File: config.mk
export PLATFORM = sky130hd
export DESIGN_NAME = led_signature_misr
export DESIGN_NICKNAME = d
export VERILOG_FILES = /design/src/rtl/misr_pkg.sv /design/src/rtl/misr_step.sv /design/src/rtl/led_signature_misr.sv
export SDC_FILE = /design/constraint.sdc
export NUM_CORES = 1
export LEC_CHECK = 0
export CAP_MARGIN = 15
export CORE_MARGIN = 2
export CORE_UTILIZATION = 45
export DETAILED_ROUTE_END_ITERATION = 10
export HOLD_SLACK_MARGIN = 0.12
export PLACE_DENSITY = 0.74
export SLEW_MARGIN = 10
export SYNTH_ARGS = -nofsm -noshare
export SYNTH_HDL_FRONTEND = slang
export SYNTH_SLANG_ARGS = --single-unit
export TNS_END_PERCENT = 1
File: constraint.sdc
create_clock -name CLK100MHZ -period 3.9 [get_ports CLK100MHZ]
set_input_delay 0.585 -clock CLK100MHZ [delete_from_list [all_inputs] [get_ports CLK100MHZ]]
set_output_delay 0.585 -clock CLK100MHZ [all_outputs]
set_load 0.02 [all_outputs]
File: src/rtl/misr_pkg.sv
// Shared definitions for the LED signature MISR: FSM states,
// feedback polynomial and default seed.
package misr_pkg;

    typedef enum logic [1:0] {
        ST_IDLE,
        ST_SKIP,
        ST_CAPTURE,
        ST_DONE
    } misr_state_e;

    localparam logic [31:0] POLY         = 32'h04C11DB7;
    localparam logic [31:0] SEED_DEFAULT = 32'hFFFFFFFF;

endpackage

File: src/rtl/misr_step.sv
// Combinational MISR step: shift left, fold in the polynomial on
// MSB carry-out, then xor in the incoming response word.
module misr_step
    import misr_pkg::*;
#(
    parameter int DATA_W = 32
) (
    input  logic [DATA_W-1:0] i_sig,
    input  logic [DATA_W-1:0] i_data,
    output logic [DATA_W-1:0] o_next
);

    localparam logic [DATA_W-1:0] W_POLY = DATA_W'(POLY);

    logic [DATA_W-1:0] w_fb;

    assign w_fb   = i_sig[DATA_W-1] ? W_POLY : '0;
    assign o_next = {i_sig[DATA_W-2:0], 1'b0} ^ w_fb ^ i_data;

endmodule

File: src/rtl/led_signature_misr.sv
// Captures a window of LED-bus responses into a MISR signature and
// compares it with a golden value at the end of each run.
module led_signature_misr
    import misr_pkg::*;
#(
    parameter int                DATA_W = 32,
    parameter int                SKIP   = 4,
    parameter int                WINDOW = 128,
    parameter logic [DATA_W-1:0] SEED   = DATA_W'(SEED_DEFAULT)
) (
    input  logic              CLK100MHZ,
    input  logic              RST,
    input  logic              start_i,
    input  logic [DATA_W-1:0] data_i,
    input  logic              data_vld_i,
    input  logic [DATA_W-1:0] golden_i,
    output logic              busy_o,
    output logic              done_o,
    output logic [DATA_W-1:0] signature_o,
    output logic [15:0]       sample_cnt_o,
    output logic              match_o
);

    localparam logic [15:0] SKIP_LAST = 16'(SKIP - 1);
    localparam logic [15:0] WIN_LAST  = 16'(WINDOW - 1);

    misr_state_e       r_state;
    logic [DATA_W-1:0] r_sig;
    logic [15:0]       r_cnt;
    logic [15:0]       r_skip;
    logic              r_busy;
    logic              r_done;
    logic              r_match;
    logic [DATA_W-1:0] w_next;

    misr_step #(.DATA_W(DATA_W)) u_step (
        .i_sig  (r_sig),
        .i_data (data_i),
        .o_next (w_next)
    );

    always_ff @(posedge CLK100MHZ) begin
        if (RST) begin
            r_state <= ST_IDLE;
            r_sig   <= SEED;
            r_cnt   <= '0;
            r_skip  <= '0;
            r_busy  <= 1'b0;
            r_done  <= 1'b0;
            r_match <= 1'b0;
        end else begin
            unique case (r_state)
                ST_IDLE: begin
                    if (start_i) begin
                        r_sig   <= SEED;
                        r_cnt   <= '0;
                        r_skip  <= '0;
                        r_match <= 1'b0;
                        r_busy  <= 1'b1;
                        r_state <= (SKIP == 0) ? ST_CAPTURE : ST_SKIP;
                    end
                end
                ST_SKIP: begin
                    if (data_vld_i) begin
                        r_skip <= r_skip + 16'd1;
                        if (r_skip == SKIP_LAST) begin
                            r_state <= ST_CAPTURE;
                        end
                    end
                end
                ST_CAPTURE: begin
                    if (data_vld_i) begin
                        r_sig <= w_next;
                        r_cnt <= r_cnt + 16'd1;
                        // last sample of the window is already included
                        if (r_cnt == WIN_LAST) begin
                            r_busy  <= 1'b0;
                            r_done  <= 1'b1;
                            r_state <= ST_DONE;
                        end
                    end
                end
                ST_DONE: begin
                    r_done  <= 1'b0;
                    r_match <= (r_sig == golden_i);
                    r_state <= ST_IDLE;
                end
                default: begin
                    r_state <= ST_IDLE;
                end
            endcase
        end
    end

    assign busy_o       = r_busy;
    assign done_o       = r_done;
    assign signature_o  = r_sig;
    assign sample_cnt_o = r_cnt;
    assign match_o      = r_match;

endmodule

==> results by group <==
Outcome
  • Status: completed

Clock network
  • Post-CTS sizing: 0
  • # Post-CTS Setup Buffers: 0
  • Clock sinks: 69
  • Htree depth: 3
  • # hold bufs at CTS: 0
  • Clock latency on the worst-skew pair: 0.35 ns
  • CTS tree: done
  • CTS Root Cell: clkbuf_8
  • Maximum clock path buffer count: 2
  • Clk slew on worst S/H paths: approximately 0.07 ns
  • Clock buffer count from CTS: 9

GRT
  • Largest net degree at the start of global routing: 40
  • Number of global-route vias before repair: 3412
  • First-pass GRT wire length: between 15 and 20 mm
  • GR peak layer: met2
  • Met1 Use GR: just under 30%
  • Met3 usage: 4.90%
  • GR Util met2: 38.4%
  • Initial antenna violation count: 0
  • Remaining Overflow, GRT: 0
  • GRT Total Usage: 23.0%

Layout
  • Fin cells: roughly 660
  • Layout cells sized above 1: about 5.2%
  • Final net count: 622
  • Layout area overhead: 39.3%
  • Diode count: 0

Hold path
  • Hold WC Path Type: register to register

Timing
  • Final-report setup violation count: 0
  • RSZ-0062 raised after global routing: no
  • Worst rel slew slack: 49.2%
  • TNS Setup: 0 ns
  • Final period util: around 64%
  • Tmin final: approximately 2.5 ns
  • Final hold vios: 0
  • FMAX: 400 MHz
  • Layout Skew: between 0.01 and 0.015 ns
  • Measured slew at the worst slew-check pin: 0.762 ns
  • Slew Viols, Final: 0

Flow run
  • Number of max-cap violations: 0

Critical path
  • Worst-path maximum fanout: 22
  • Slowest CP cell: and2_1
  • CP endpoint kind: register
  • Kind of critical path: input pin to register
  • Critical Path Start Type: input pin
  • Worst path arrival time: ~2.7 ns
  • WP data required: 4.10 ns
  • Worst Path Buf+Inv: 2
  • CP cell instances: clkdlybuf4s50_1 > mux2_2 > and2_1 > buf_4 > nand3_1 > o21ai_0 > nand2_1
  • CP top delay family: buffers and inverters
  • Slowest cell delay on critical path: ~0.63 ns

Drt
  • 1st-pass router iterations: 4
  • Via count: 3516
  • WL final: roughly 10 mm
  • Vias per std cell: about 5.3
  • # DRC: 0
  • Avg WL per Cell: approximately 15 microns
  • DRT iter0 DRCs: 137
  • Number of nets still failing antenna checks after routing: 0

Die
  • Core Region: ~8000 sq um
  • Row cnt: 33
  • Initial core utilization: between 40% and 50%
  • DIE HEIGHT: about 95 microns
  • I/O pin total: around 120
  • Die X: around 95 microns
  • Die footprint: around 9000 sq um

Logic synthesis
  • EDFF count, synth: 0
  • Sequential area share after synthesis: 37.0%
  • Mapped Nets: ~510
  • Post-synth cell types: 40
  • Top FF cell, synth: dfxtp_1
  • Mapped cell area: around 3700 sq um
  • Synth top area share: between 30% and 40%
  • Seq cells post-synth: 69
  • Synth area leader: dfxtp_1
  • Mapped Avg Cell Area: ~8.6 sq um
  • Yosys warning total: 0
  • Area contributors post-synth: dfxtp_1, xnor2_1, xor2_1
  • Synth Instances: ~430
  • Post-synth ARST share: 0%

Place
  • Dpl cells: 642
  • GP Congestion: approximately 0.83
  • I/O Buffers: 118
  • DP HPWL: around 7.5 mm

Power
  • Peak VDD IR: around 310 uV
  • Pwr dens: around 500 nW/um^2
  • Pleak: 1.77 nW
[cells in the final DEF, fill, tap and decap left out, types with 3 or more instances in the layout]
cell / count
inv_1: 7
and4_1: 3
clkbuf_8: 9
nor2_1: 26
nor3_1: 8
ha_1: 6
nand4_1: 16
and3_1: 4
nand3_1: 33
nand2_1: 38
and2_1: 3
a21oi_1: 24
o21ai_0: 25
or3_1: 6
dfxtp_1: 69
a211o_1: 13
clkdlybuf4s50_1: 118
xnor2_1: 70
xor2_1: 29
buf_4: 6
nor4_1: 10
[final timing paths]
| check | from | to | slack [ns] | cells past startpoint |
|---|---|---|---|---|
| worst min register to register | r_skip[1]$_SDFFE_PP0P_ | r_skip[1]$_SDFFE_PP0P_ | 0.49 | 2 |
| worst max-delay path | data_vld_i | signature_o[18]$_SDFFE_PP1P_ | 1.40 | 7 |
| worst max register to register | r_state[0]$_SDFFE_PP0P_ | signature_o[18]$_SDFFE_PP1P_ | 1.49 | 8 |
| worst min-delay path | r_skip[1]$_SDFFE_PP0P_ | r_skip[1]$_SDFFE_PP0P_ | 0.49 | 2 |
[cells in the mapped netlist, types with 2 or more instances]
cell / n
nand4_1: 16
xor2_1: 29
o31ai_1: 2
a21oi_1: 24
nor2_1: 26
buf_2: 3
nand3_1: 33
nor3_1: 8
nor2b_4: 2
o21ai_0: 25
dfxtp_1: 69
nand2b_1: 2
and3_1: 4
inv_1: 7
mux2_2: 2
and2_1: 3
a211o_1: 13
buf_1: 4
nand2_1: 38
clkbuf_1: 14
ha_1: 6
xnor2_1: 70
nor4_1: 10
and4_1: 3
or3_1: 6
[sequential cells by signal, indices dropped and copies added, names as in the netlist]
register,cells
done_o,1
sample_cnt_o,16
r_skip,16
busy_o,1
r_state,2
signature_o,32
match_o,1
[per-layer routing]
layer,wire length (microns),up-vias
met5,0,-
met4,162,0
met3,548,13
met2,4860,116
met1,4440,1651
li1,-,1736
[worst register-to-register path, stage by stage, from the launching register on]
cell and delay [ns]:
dfxtp_1 0.38, inv_1 0.09, ha_1 0.29, nand2b_1 0.21, and2_1 0.66, buf_4 0.36, nand3_1 0.10, o21ai_0 0.10
nand2_1 0.08
[final cells by class]
| type | instances | area, sq um |
|---|---|---|
| well taps | 105 | 131 |
| clock buffers | 10 | 128 |
| repair buffers | 124 | 1230 |
| multi-input cells | 337 | 2240 |
| fillers | 682 | 2940 |
| clock inverters | 6 | 63.8 |
| inverters | 7 | 26.3 |
| flip-flops and latches | 69 | 1380 |
[where the power goes]
part | switching, mW | total, mW | internal [mW]
clock network | 0.278 | 0.572 | 0.294
logic | 0.621 | 1.09 | 0.470
registers | 0.100 | 0.881 | 0.781
total | 0.998 | 2.54 | 1.54
[metrics by stage]
stage	util, %	area [sq um]	hold WS [ns]	power [mW]	worst slack (ns)
5_1_grt	63.9	5200	0.516	2.69	1.25
4_1_cts	63.9	5200	0.495	2.54	1.44
3_5_place_dp	61.5	5000	0.483	1.98	1.07
3_3_place_gp	61.5	5000	0.474	1.95	1.19
6_report	63.9	5200	0.493	2.54	1.40
2_1_floorplan	-	3730	0.452	1.61	1.86
[cells by family (layout without fill, tap and decap cells)]
family | after synthesis | count (layout) | synth area share [%]
AND/OR/NAND/NOR | 160 | 160 | 22.9
XOR/XNOR | 99 | 99 | 23.2
AO/OA/AOI/OAI | 69 | 69 | 11.0
flip-flops | 69 | 69 | 37.0
buffers and inverters | 28 | 147 | 2.92
adder cells (fa/ha/maj) | 6 | 6 | 2.01
multiplexers | 3 | 3 | 0.872
Note: power is estimated with default switching activity, not from simulation.
